===== config.mk =====
export PLATFORM = sky130hd
export DESIGN_NAME = mult_div_unit
export DESIGN_NICKNAME = d
export VERILOG_FILES = /design/src/rtl/mult_div_unit_pkg.sv /design/src/rtl/mult_div_unit_conditional_negate.sv /design/src/rtl/mult_div_unit.sv
export SDC_FILE = /design/constraint.sdc
export NUM_CORES = 1
export LEC_CHECK = 0
export CORE_MARGIN = 4
export CORE_UTILIZATION = 30
export DETAILED_ROUTE_END_ITERATION = 12
export SYNTH_ARGS = -nofsm -noshare
export SYNTH_HDL_FRONTEND = slang
export SYNTH_HIERARCHICAL = 1
export SYNTH_SLANG_ARGS = --single-unit

===== constraint.sdc =====
create_clock -name clk -period 9.1 [get_ports clk]
set_input_delay 1.365 -clock clk [delete_from_list [all_inputs] [get_ports clk]]
set_output_delay 1.365 -clock clk [all_outputs]
set_load 0.02 [all_outputs]

===== src/rtl/mult_div_unit_pkg.sv =====
// Shared constants and types for the iterative multiply/divide unit.
package mult_div_unit_pkg;

    localparam int MD_WIDTH = 32;
    localparam int MD_CNT_W = 6;

    typedef enum logic [1:0] {
        MD_MULT  = 2'b00,
        MD_MULTU = 2'b01,
        MD_DIV   = 2'b10,
        MD_DIVU  = 2'b11
    } md_op_e;

    typedef enum logic {
        ST_IDLE = 1'b0,
        ST_RUN  = 1'b1
    } md_state_e;

    localparam logic [MD_CNT_W-1:0] MD_LAST_CNT = MD_CNT_W'(MD_WIDTH - 1);
    localparam logic [MD_WIDTH-1:0] MD_DIV0_QUO = '1;

endpackage


===== src/rtl/mult_div_unit_conditional_negate.sv =====
// Two's-complement negation of a value when requested, otherwise pass-through.
module conditional_negate #(
    parameter int WIDTH = 32
) (
    input  logic [WIDTH-1:0] value,
    input  logic             negate,
    output logic [WIDTH-1:0] result
);

    assign result = negate ? (~value + {{(WIDTH-1){1'b0}}, 1'b1}) : value;

endmodule


===== src/rtl/mult_div_unit.sv =====
// Iterative MIPS MULT/MULTU/DIV/DIVU unit with HI/LO, one bit per cycle.
// state   | meaning
// ST_IDLE | waiting for start; mthi/mtlo accepted; done pulses here after a result
// ST_RUN  | one shift-add or restoring-divide iteration per edge, N edges total
module mult_div_unit
    import mult_div_unit_pkg::*;
(
    input  logic                clk,
    input  logic                reset,
    input  logic                start,
    input  logic [1:0]          Op,
    input  logic [MD_WIDTH-1:0] OperandA,
    input  logic [MD_WIDTH-1:0] OperandB,
    input  logic                WriteHI,
    input  logic                WriteLO,
    input  logic [MD_WIDTH-1:0] WriteData,
    output logic                busy,
    output logic                done,
    output logic [MD_WIDTH-1:0] HI,
    output logic [MD_WIDTH-1:0] LO
);

    localparam int N = MD_WIDTH;

    md_state_e              state_q;
    logic [MD_CNT_W-1:0]    cnt_q;
    logic                   is_div_q;
    logic                   neg_q;
    logic                   neg_rem_q;
    logic                   div0_q;
    logic [N-1:0]           a_raw_q;
    logic [N-1:0]           b_q;
    logic [2*N-1:0]         acc_q;
    logic [N-1:0]           hi_q;
    logic [N-1:0]           lo_q;
    logic                   busy_q;
    logic                   done_q;

    logic                   is_signed;
    logic                   sign_a;
    logic                   sign_b;
    logic [N-1:0]           mag_a;
    logic [N-1:0]           mag_b;
    logic [N:0]             mul_sum;
    logic [2*N-1:0]         mul_d;
    logic [N:0]             div_shift;
    logic [N:0]             div_diff;
    logic [2*N-1:0]         div_d;
    logic [2*N-1:0]         prod_res;
    logic [N-1:0]           quo_res;
    logic [N-1:0]           rem_res;

    assign is_signed = (Op == MD_MULT) || (Op == MD_DIV);
    assign sign_a    = is_signed & OperandA[N-1];
    assign sign_b    = is_signed & OperandB[N-1];

    conditional_negate #(.WIDTH(N)) u_neg_a (.value(OperandA), .negate(sign_a), .result(mag_a));
    conditional_negate #(.WIDTH(N)) u_neg_b (.value(OperandB), .negate(sign_b), .result(mag_b));

    // acc_q = {partial product high, remaining multiplier bits}
    assign mul_sum = {1'b0, acc_q[2*N-1:N]} + (acc_q[0] ? {1'b0, b_q} : {(N+1){1'b0}});
    assign mul_d   = {mul_sum, acc_q[N-1:1]};

    // acc_q = {partial remainder, dividend bits shifting into quotient bits}
    assign div_shift = {acc_q[2*N-1:N], acc_q[N-1]};
    assign div_diff  = div_shift - {1'b0, b_q};
    assign div_d     = div_diff[N] ? {div_shift[N-1:0], acc_q[N-2:0], 1'b0}
                                   : {div_diff[N-1:0],  acc_q[N-2:0], 1'b1};

    conditional_negate #(.WIDTH(2*N)) u_neg_prod (.value(mul_d), .negate(neg_q), .result(prod_res));
    conditional_negate #(.WIDTH(N)) u_neg_quo (.value(div_d[N-1:0]), .negate(neg_q), .result(quo_res));
    conditional_negate #(.WIDTH(N)) u_neg_rem (.value(div_d[2*N-1:N]), .negate(neg_rem_q), .result(rem_res));

    always_ff @(posedge clk or negedge reset) begin
        if (!reset) begin
            state_q   <= ST_IDLE;
            cnt_q     <= '0;
            is_div_q  <= 1'b0;
            neg_q     <= 1'b0;
            neg_rem_q <= 1'b0;
            div0_q    <= 1'b0;
            a_raw_q   <= '0;
            b_q       <= '0;
            acc_q     <= '0;
            hi_q      <= '0;
            lo_q      <= '0;
            busy_q    <= 1'b0;
            done_q    <= 1'b0;
        end else begin
            done_q <= 1'b0;
            case (state_q)
                ST_IDLE: begin
                    if (WriteHI) hi_q <= WriteData;
                    if (WriteLO) lo_q <= WriteData;
                    if (start) begin
                        state_q   <= ST_RUN;
                        busy_q    <= 1'b1;
                        cnt_q     <= '0;
                        is_div_q  <= Op[1];
                        neg_q     <= sign_a ^ sign_b;
                        neg_rem_q <= sign_a;
                        div0_q    <= (OperandB == '0);
                        a_raw_q   <= OperandA;
                        // multiply adds the multiplicand; divide subtracts the divisor
                        b_q       <= Op[1] ? mag_b : mag_a;
                        acc_q     <= {{N{1'b0}}, (Op[1] ? mag_a : mag_b)};
                    end
                end
                ST_RUN: begin
                    cnt_q <= cnt_q + 1'b1;
                    acc_q <= is_div_q ? div_d : mul_d;
                    if (cnt_q == MD_LAST_CNT) begin
                        state_q <= ST_IDLE;
                        busy_q  <= 1'b0;
                        done_q  <= 1'b1;
                        if (!is_div_q) begin
                            {hi_q, lo_q} <= prod_res;
                        end else if (div0_q) begin
                            hi_q <= a_raw_q;
                            lo_q <= MD_DIV0_QUO;
                        end else begin
                            hi_q <= rem_res;
                            lo_q <= quo_res;
                        end
                    end
                end
                default: state_q <= ST_IDLE;
            endcase
        end
    end

    assign busy = busy_q;
    assign done = done_q;
    assign HI   = hi_q;
    assign LO   = lo_q;

endmodule


* Word-level counts from Yosys, hierarchy flattened
Cells that the tools add are included.
Cells by class: add/subtract/negate cells 8, multipliers 0, div/mod/pow operators 0, magnitude comparators 0, equality and inequality tests 6, shifts and indexed selects 0, muxes and demuxes 32, bitwise gates (word level) 9, reduce and logical (&&, ||, !) cells 7
Operator list (number):
- $mux 32 | 15
- $mux 64 | 4
- $add 32x1->32 const B | 4
- $not 32->32 | 4
- $pmux 32 s2 | 2
- $pmux 64 s2 | 1
- $add 64x1->64 const B | 1
- $not 64->64 | 1
- $add 32x32->33 | 1
- $sub 33x32->33 | 1
- $logic_not 32->1 | 1
- $pmux 6 s2 | 1
- $reduce_and 2->1 | 4
- $add 6x1->6 const B | 1
- $eq 6x5->1 const B | 1
- $mux 1 | 6
- $mux 6 | 1
- $ne 2x2->1 const B | 3
- $pmux 1 s2 | 2
- $and 1x1->1 | 2
- $eq 2x2->1 const B | 1
- $logic_not 2->1 | 1
- $ne 2x1->1 const B | 1
- $logic_or 1x1->1 | 1
- other kinds (2) | 2
Storage, ports and cells: flip-flop bits (word level) 205, latch bits 0, memory bits (writable) 0, bits in read-only memories 0, input bits 103, logic and storage cells 75, memories kept 0

* Logic depth before layout (Yosys ltp)
Gate-level depths: netlist (run 1).
depth in word-level cells 9, mapped depth 25, depth with buffers taken out 24

* By module
The synthesis (run 1) kept the hierarchy.
Modules (own cells, without submodules):
- mult_div_unit | times used 1, cells each 1625, area an instance 14571.5 um2, seq. area each 5129.9 um2
- conditional_negate (u_neg_a ...) | times used 4, cells each 99, area an instance 777.0 um2, seq. area each 0.0 um2
- conditional_negate (u_neg_prod) | times used 1, cells each 206, area an instance 1649.1 um2, seq. area each 0.0 um2

* Worst setup path before layout (run 1)
OpenSTA, ideal clock, no wires.
kind register to register, start point register acc_q[0], end point register hi_q[31], in the netlist HI[31], arrival 4671 ps, data required time 9018 ps, path slack 4347 ps, cell stages (with the launch flop) 19, path through dfrtp_1 -> clkbuf_1 -> and2_1 -> ha_1 -> a21o_1 -> a21o_1 -> a221oi_1 -> nand2_1 -> and2_1 -> a21bo_2 -> a221oi_1 -> xnor2_1 -> or4_4 -> or3_1 -> or4_1 -> o31ai_1 -> xnor2_1 -> o211ai_1 -> a31oi_1
On the way: word-level cells in the longest chain between the ends 8
RTL lines:
- start: declaration | RTL line mult_div_unit.sv:33 | logic [2*N-1:0] acc_q;
- start signal: assignment | RTL line mult_div_unit.sv:106 | acc_q <= {{N{1'b0}}, (Op[1] ? mag_a : mag_b)};
- start signal: assignment | RTL line mult_div_unit.sv:111 | acc_q <= is_div_q ? div_d : mul_d;
- $mux 32 | RTL line mult_div_unit.sv:61 | assign mul_sum = {1'b0, acc_q[2*N-1:N]} + (acc_q[0] ? {1'b0, b_q} : {(N+1){1'b0}});
- $add 32x32->33 | RTL line mult_div_unit.sv:61
- via mul_sum[26] | RTL line mult_div_unit.sv:44 | logic [N:0] mul_sum;
- $not 64->64 | RTL line mult_div_unit_conditional_negate.sv:10 | assign result = negate ? (~value + {{(WIDTH-1){1'b0}}, 1'b1}) : value;
- $add 64x1->64 | RTL line mult_div_unit_conditional_negate.sv:10
- $mux 64 | RTL line mult_div_unit_conditional_negate.sv:10
- via prod_res[63] | RTL line mult_div_unit.sv:49 | logic [2*N-1:0] prod_res;
- $mux 32 | RTL line mult_div_unit.sv:116 | if (!is_div_q) begin
- $mux 32 | RTL line mult_div_unit.sv:112 | if (cnt_q == MD_LAST_CNT) begin
- $pmux 32 s2 | RTL line mult_div_unit.sv:91 | case (state_q)
- end signal: assignment | RTL line mult_div_unit.sv:93 | if (WriteHI) hi_q <= WriteData;
- end signal: assignment | RTL line mult_div_unit.sv:117 | {hi_q, lo_q} <= prod_res;
- end signal: assignment | RTL line mult_div_unit.sv:119 | hi_q <= a_raw_q;
- end: declaration | RTL line mult_div_unit.sv:34 | logic [N-1:0] hi_q;
The timed path passes the listed nets, and every way through them passes these cells. The select of a mux whose other input is x is not followed. A chain may end at the register's enable or synchronous reset.

* Worst setup path in the final report (run 1)
start point register acc_q[31], end point register hi_q[13], in the netlist HI[13]
On the way: word-level cells in the longest chain between the ends 9, elaborated cells between the ends (all ways) 12, classes of those cells add/sub (3); mux (7); bitwise (2)
RTL lines:
- $sub 33x32->33 | RTL line mult_div_unit.sv:66 | assign div_diff = div_shift - {1'b0, b_q};
- $mux 64 | RTL line mult_div_unit.sv:67 | assign div_d = div_diff[N] ? {div_shift[N-1:0], acc_q[N-2:0], 1'b0}
- via div_d[38] | RTL line mult_div_unit.sv:48 | logic [2*N-1:0] div_d;
- $not 32->32 | RTL line mult_div_unit_conditional_negate.sv:10
- $add 32x1->32 | RTL line mult_div_unit_conditional_negate.sv:10
- $mux 32 | RTL line mult_div_unit_conditional_negate.sv:10
- via rem_res[13] | RTL line mult_div_unit.sv:51 | logic [N-1:0] rem_res;
- $mux 32 | RTL line mult_div_unit.sv:118 | end else if (div0_q) begin
- $mux 32 | RTL line mult_div_unit.sv:116
- $mux 32 | RTL line mult_div_unit.sv:112
- $pmux 32 s2 | RTL line mult_div_unit.sv:91
The timed path passes the listed nets, and every way through them passes these cells. The select of a mux whose other input is x is not followed.

==> metrics.cfg, run 1 <==
[run_status]
status=complete, no violations

[worst_setup_path]
r2r_slack_ns=3.05
cp.depth=21
crit_path_end_kind=flop
slowest_delay_ns=0.59
r2r-start=acc_q[31]$_DFFE_PN0P_
cp.buffers_inverters=3
r2r_cells=21
cpMaxStageDelayCell=nor4_4
critPathArrivalTime_ns=6.51
path_max_fanout=38
path_delay_family=compound AO/OA/AOI/OAI gates
crit_type=flop to flop
crit_path_start=acc_q[31]$_DFFE_PN0P_
start_kind=flop
cp_cell_sequence=inv_1 -> ha_1 -> inv_1 -> fa_1 -> a21o_1 -> nand4_1 -> a21o_1 -> a211oi_1 -> o21a_1 -> o31ai_1 -> nand2_2 -> inv_4 -> mux2_2 -> nor4_4 -> nand3_1 -> o31ai_1 -> xnor2_1 -> mux2i_1 -> nand2_1 -> o211ai_1 -> a31oi_1
required_ns=9.57

[timing]
timing.fmax_mhz=165
slew_viol_final=0
fin_crit_ns=6.05
rsz0062_at_grt=no
period_share_pct=66.4
fin_setup_tns_ns=0
fin_skew_ns=0.0164
max_slew_margin_pct=12.0
hold_viol=0
setup-violations-final=0
tightest_slew_ns=1.32

[detailed_routing]
dr.pass1.iters=6
via_per_inst=5.74
drt_iter0_drc=1675
drc=0
wl_per_cell_um=23.7
vias=18200
routed_wl_um=75200
drt.antenna.violating_nets=0

[flow_run]
drv_cap=0

[power]
p_comb_share_pct=70.8
p_sw_share_pct=52.5
leakagePower_uw=0.00842
irDropWorstVdd_mv=0.252
powerDensity_nw_per_um2=489
power.switching_uw=5780
internal_power_uw=5240
p_seq_share_pct=19.6
pwr-share-clk_pct=9.6

[global_route]
first_global_vias=17100
grtUsageTotal_pct=21.0
grt_pass1_wl_um=111000
gr-total-overflow=0
antenna_found_initial=3
grt_max_degree=111

[floorplan]
io_pins=169
die_h_um=262
core_area_sq_um=63400
dieArea_sq_um=68600
rows=92
die_x_um=262
start_util_pct=30.5

[logic_synthesis]
synth_top_family_by_area=compound AO/OA/AOI/OAI gates
synth_fa_ha_area_share_pct=4.74
synth_simple_gate_area_share_pct=20.0
synth_edf_count=0
async_flop_share_pct=100
synth.area.mux_share_pct=10.7
syn-cell-area_sq_um=19300
syn-instance-count=2227
synth.yosys.seq_area_share_pct=26.5
synth.distinct_cells=87
yosysWarnings=6
syn_area_per_cell_sq_um=8.68
ys_ff_latch=205
synth_compound_area_share_pct=22.9
synth_nets=2402
synth_ff_type=dfrtp_1
synth_xor_area_share_pct=10.6

[finish]
design_area_sq_um=22500
syn2layout_area_growth_pct=16.5
fin_nets=2480
n_fill_cell=6481
layout-drive-gt1-share_pct=9.86

[clock_tree]
hold_buffers=0
cts.sinks=205
cts.reportedPaths.clkPinSlew_ns=0.06
cts_buffers=25
insertion_delay_ns=0.55
cts_resized=0
cts_root_buf=clkbuf_16
clk_path_buf_depth=3
htree_num_levels=1
post-cts-setup-buffer-count=0
cts_tree=done

[hold_path]
min_from=cnt_q[5]$_DFFE_PN0P_
whs_path_depth=1
hp-class=flop to flop

[place]
globalplace.congestion=0.941
hpwlAfterDp_um=59500
place_area_sq_um=21700
portBuffers=168

cell usage after synthesis, types with 31 or more instances:
cell,n,area (sq um)
nand2b_1,54,338
a21oi_1,118,591
xnor2_1,220,1930
mux2_2,42,473
o211ai_1,38,285
o221ai_1,33,289
o21ai_0,117,586
ha_1,70,876
and2_1,36,225
mux2i_1,130,1300
dfrtp_1,205,5130
nand2_1,167,627
nor2_1,182,683
a31oi_1,77,482
inv_1,73,274
a21o_1,31,233
clkbuf_1,99,372
o31ai_1,60,450
flip-flops by register name, indices dropped and copies added, names as in the netlist:
signal,flops
neg_rem_q,1
cnt_q,6
busy,1
acc_q,64
div0_q,1
HI,32
state_q,1
LO,32
a_raw_q,32
neg_q,1
is_div_q,1
b_q,32
done,1
worst reg2reg max path, stage by stage (launching register included):
cell      delay [ns]
dfrtp_1         0.48
inv_1           0.12
ha_1            0.18
inv_1           0.06
fa_1            0.40
a21o_1          0.20
nand4_1         0.17
a21o_1          0.21
a211oi_1        0.11
o21a_1          0.23
o31ai_1         0.53
nand2_2         0.25
inv_4           0.53
mux2_2          0.48
nor4_4          0.59
nand3_1         0.34
o31ai_1         0.40
xnor2_1         0.18
mux2i_1         0.10
nand2_1         0.09
o211ai_1        0.13
a31oi_1         0.22
kinds of logic (layout without fill, tap and decap cells):
group | Yosys count | in the layout
buffers and inverters | 209 | 304
other | 0 | 2
AND/OR/NAND/NOR | 692 | 692
adder cells (fa/ha/maj) | 72 | 72
flip-flops | 205 | 205
AO/OA/AOI/OAI | 622 | 622
multiplexers | 192 | 192
XOR/XNOR | 235 | 235
power by group through the flow:
stage          Combinational, uW  Clock, uW  Sequential (uW)
4_1_cts                     7720       1080             2140
6_report                    7800       1060             2170
5_1_grt                     8400       1110             2220
3_3_place_gp                7620          0             2140
3_5_place_dp                7680          0             2160
2_1_floorplan               5540          0             1880
final cells by class:
type | instances | area, sq um | area share, %
multi-input cells | 1813 | 13400 | 59.4
clock buffers | 32 | 692 | 3.07
well taps | 846 | 1060 | 4.70
diodes | 2 | 5.00 | 0.0222
inverters | 74 | 280 | 1.24
flip-flops and latches | 205 | 5140 | 22.8
repair buffers | 186 | 1810 | 8.05
clock inverters | 12 | 159 | 0.705
placed cells by master, fill, tap and decap left out, drive strengths merged, types with 38 or more instances in the layout:
| master | n |
|---|---|
| a21oi | 120 |
| a31oi | 77 |
| clkdlybuf4s50 | 165 |
| dfrtp | 205 |
| ha | 70 |
| inv | 76 |
| mux2 | 62 |
| mux2i | 130 |
| nand2 | 168 |
| nand2b | 54 |
| nor2 | 183 |
| o211ai | 38 |
| o21ai | 122 |
| o31ai | 66 |
| o41ai | 49 |
| xnor2 | 220 |
worst paths after layout:
check	end
max	HI[13]$_DFFE_PN0P_
min	cnt_q[5]$_DFFE_PN0P_
max reg2reg	HI[13]$_DFFE_PN0P_
min reg2reg	cnt_q[5]$_DFFE_PN0P_
max in group asynchronous	is_div_q$_DFFE_PN0P_
min in group asynchronous	LO[11]$_DFFE_PN0P_
per-layer routing:
layer | track usage (%) | up-vias | routed length, um
met5 | 0 | - | 0
met4 | 5.52 | 0 | 2190
met3 | 2.04 | 95 | 4500
met2 | 34.7 | 687 | 35000
met1 | 29.6 | 9035 | 33500
li1 | - | 8385 | -
per-stage QoR:
stage	setup WS, ns	hold slack [ns]	cells	power, uW	util (%)
4_1_cts	3.20	0.513	3168	10900	35.5
6_report	3.05	0.513	3170	11000	35.5
5_1_grt	2.71	0.535	3168	11700	35.5
3_5_place_dp	3.22	0.506	3124	9840	34.2
2_1_floorplan	4.35	0.455	2227	7420	-
3_3_place_gp	3.32	0.474	3124	9770	34.2
(Power assumes the default switching activity.)
==> run 2, diff against run 1 <==
==> constraint.sdc (replaced) <==
create_clock -name clk -period 6.1 [get_ports clk]
set_input_delay 0.915 -clock clk [delete_from_list [all_inputs] [get_ports clk]]
set_output_delay 0.915 -clock clk [all_outputs]
set_load 0.02 [all_outputs]
==> run 2 against run 1 <==
Total power increased by 52%. Sequential cell count unchanged. Fmax up 3.4%. Critical endpoint is now HI[22]$_DFFE_PN0P_. Largest power group unchanged.
==> metrics.cfg, run 2 (same netlist as run 1, synthesis figures left out) <==
[timing]
max_slew_margin_pct=11.0  ; -0.97 points
timing.fmax_mhz=171  ; +3.4%
hold_viol=0  ; unchanged
period_share_pct=95.8  ; +29 points
tightest_slew_ns=1.33  ; +0.00853 ns
slew_viol_final=0  ; unchanged
fin_skew_ns=0.0289  ; +0.0124 ns
fin_crit_ns=5.85  ; -0.202 ns
fin_setup_tns_ns=0  ; unchanged
setup-violations-final=0  ; unchanged
rsz0062_at_grt=no

[worst_setup_path]
timing.rr.end=HI[22]$_DFFE_PN0P_
start_kind=flop
slowest_delay_ns=0.71  ; +0.12 ns
crit_type=flop to flop
critPathArrivalTime_ns=6.24  ; -0.27 ns
path_delay_family=compound AO/OA/AOI/OAI gates
r2r_slack_ns=0.25  ; -2.80 ns
cp_cell_sequence=and2_1 -> ha_1 -> inv_1 -> fa_1 -> nor2b_1 -> o31ai_1 -> a21oi_1 -> a31oi_1 -> o21bai_1 -> a21oi_1 -> xnor2_1 -> buf_4 -> or4_1 -> nor4_1 -> nand4_2 -> o41ai_1 -> xnor2_1 -> o211ai_1 -> a31oi_1
crit_path_start=acc_q[0]$_DFFE_PN0P_
r2r-start=acc_q[0]$_DFFE_PN0P_
path_max_fanout=17  ; -55%
cp.buffers_inverters=2  ; -1
crit_path_end_kind=flop
cpMaxStageDelayCell=dfrtp_1
required_ns=6.50  ; -3.07 ns
endpoint=HI[22]$_DFFE_PN0P_
r2r_cells=19  ; -9.5%
cp.depth=19  ; -9.5%

[clock_tree]
cts.reportedPaths.clkPinSlew_ns=0.07  ; about the same
cts.sinks=205  ; unchanged
post-cts-setup-buffer-count=0  ; unchanged
cts_tree=done
clk_path_buf_depth=3  ; unchanged
cts_root_buf=clkbuf_16
htree_num_levels=1  ; unchanged
cts_buffers=25  ; unchanged
insertion_delay_ns=0.56  ; about the same

[flow_run]
drv_cap=0  ; unchanged

[floorplan]
core_area_sq_um=63400  ; unchanged
die_h_um=262  ; unchanged
dieArea_sq_um=68600  ; unchanged
rows=92  ; unchanged
io_pins=169  ; unchanged
die_x_um=262  ; unchanged
start_util_pct=30.5  ; unchanged

[detailed_routing]
drc=0  ; unchanged
routed_wl_um=77400  ; +2.9%
drt.antenna.violating_nets=0  ; unchanged
wl_per_cell_um=24.3  ; +2.5%
dr.pass1.iters=6  ; unchanged
vias=18500  ; +1.6%
via_per_inst=5.81  ; +1.2%
drt_iter0_drc=1970  ; +18%

[global_route]
grtUsageTotal_pct=21.7  ; +0.63 points
grt_pass1_wl_um=115000  ; +3.4%
first_global_vias=17500  ; +2.6%
gr-total-overflow=0  ; unchanged
grt_max_degree=118  ; +6.3%
antenna_found_initial=5  ; +2

[power]
powerDensity_nw_per_um2=743  ; +52%
internal_power_uw=7950  ; +52%
power.switching_uw=8850  ; +53%
leakagePower_uw=0.00848  ; +0.66%
p_seq_share_pct=19.6  ; about the same
irDropWorstVdd_mv=0.390  ; +55%
pwr-share-clk_pct=9.0  ; -0.6 points
p_sw_share_pct=52.7  ; +0.24 points
p_comb_share_pct=71.4  ; +0.6 points

[run_status]
status=complete, no violations

[finish]
fin_nets=2494  ; +0.56%
largest_reg_flops=64  ; unchanged
syn2layout_area_growth_pct=16.9
mostFrequentLayoutCells=xnor2_1, dfrtp_1, nor2_1
layout-drive-gt1-share_pct=10.4  ; +0.54 points
largest_register=acc_q
utilization_pct=35.6  ; +0.12 points
antenna_cells=0  ; -2
design_area_sq_um=22600  ; +0.33%
mostFrequentLayoutCell=xnor2_1

[place]
globalplace.congestion=0.987  ; +4.9%
hpwlAfterDp_um=60800  ; +2.3%
portBuffers=168  ; unchanged
place_area_sq_um=21800  ; +0.54%

[hold_path]
hp-class=primary input to async pin

==> run 2: cell types whose count changed in the layout (fill, tap and decap cells not counted), moves of 2 or more <==
cell	change
clkbuf_1	+2
buf_4	+13
clkinv_2	+4
clkbuf_8	-2
diode_2	-2
==> run 2: area by class of cell <==
cell class,instances,area (sq um)
Clock inverter,13,133
Fill cell,6416,40800
Sequential cell,205,5140
Timing Repair Buffer,200,1930
Tap cell,846,1060
Clock buffer,32,672
Inverter,74,283
Multi-Input combinational cell,1813,13400
==> run 2: metrics by stage <==
stage | total power [uW] | setup slack (ns) | cells | hold WS, ns
2_1_floorplan | 11100 | 1.35 | 2227 | 0.455
3_3_place_gp | 14900 | 0.418 | 3138 | 0.474
3_5_place_dp | 15000 | 0.246 | 3138 | 0.485
4_1_cts | 16600 | 0.187 | 3183 | 0.497
5_1_grt | 17800 | 0.0781 | 3183 | 0.516
6_report | 16800 | 0.255 | 3183 | 0.481
==> run 2: worst register-to-register path, stage by stage, from the launching register on <==
cell      delay, ns
dfrtp_1        0.71
and2_1         0.22
ha_1           0.19
inv_1          0.07
fa_1           0.40
nor2b_1        0.22
o31ai_1        0.15
a21oi_1        0.41
a31oi_1        0.24
o21bai_1       0.21
a21oi_1        0.10
xnor2_1        0.16
buf_4          0.18
or4_1          0.65
nor4_1         0.42
nand4_2        0.35
o41ai_1        0.43
xnor2_1        0.17
o211ai_1       0.30
a31oi_1        0.12
==> run 2: what timing repair did <==
| item | CTS | global route |
|---|---|---|
| hold buffers | 0 | 0 |
| gates resized for setup | 0 | 2 |
| endpoints found under the setup margin | 0 | 22 |
==> run 2: how the worst min path moves through the flow <==
stage	start	to	slack [ns]
CTS	cnt_q[5]$_DFFE_PN0P_	cnt_q[5]$_DFFE_PN0P_	0.50
global route	cnt_q[5]$_DFFE_PN0P_	cnt_q[5]$_DFFE_PN0P_	0.52
floorplan	cnt_q[5]$_DFFE_PN0P_	cnt_q[5]$_DFFE_PN0P_	0.46
detailed placement	cnt_q[5]$_DFFE_PN0P_	cnt_q[5]$_DFFE_PN0P_	0.49
global placement	cnt_q[5]$_DFFE_PN0P_	cnt_q[5]$_DFFE_PN0P_	0.47
finish	reset	LO[12]$_DFFE_PN0P_	0.48
==> run 2: routing by layer <==
metal  GRT usage [%]  up-vias  share of wire [%]
met4            6.84        6                3.8
met2            34.7      742                 46
met5               0        -              0.054
li1                -     8418                  -
met1            29.6     9195                 43
met3            4.22      128                7.4
==> run 2: power by group through the flow <==
| stage | Combinational (uW) | Clock (uW) | Sequential [uW] |
|---|---|---|---|
| 2_1_floorplan | 8270 | 0 | 2800 |
| 3_3_place_gp | 11700 | 0 | 3250 |
| 3_5_place_dp | 11800 | 0 | 3260 |
| 4_1_cts | 11800 | 1530 | 3240 |
| 5_1_grt | 12800 | 1580 | 3360 |
| 6_report | 12000 | 1500 | 3290 |
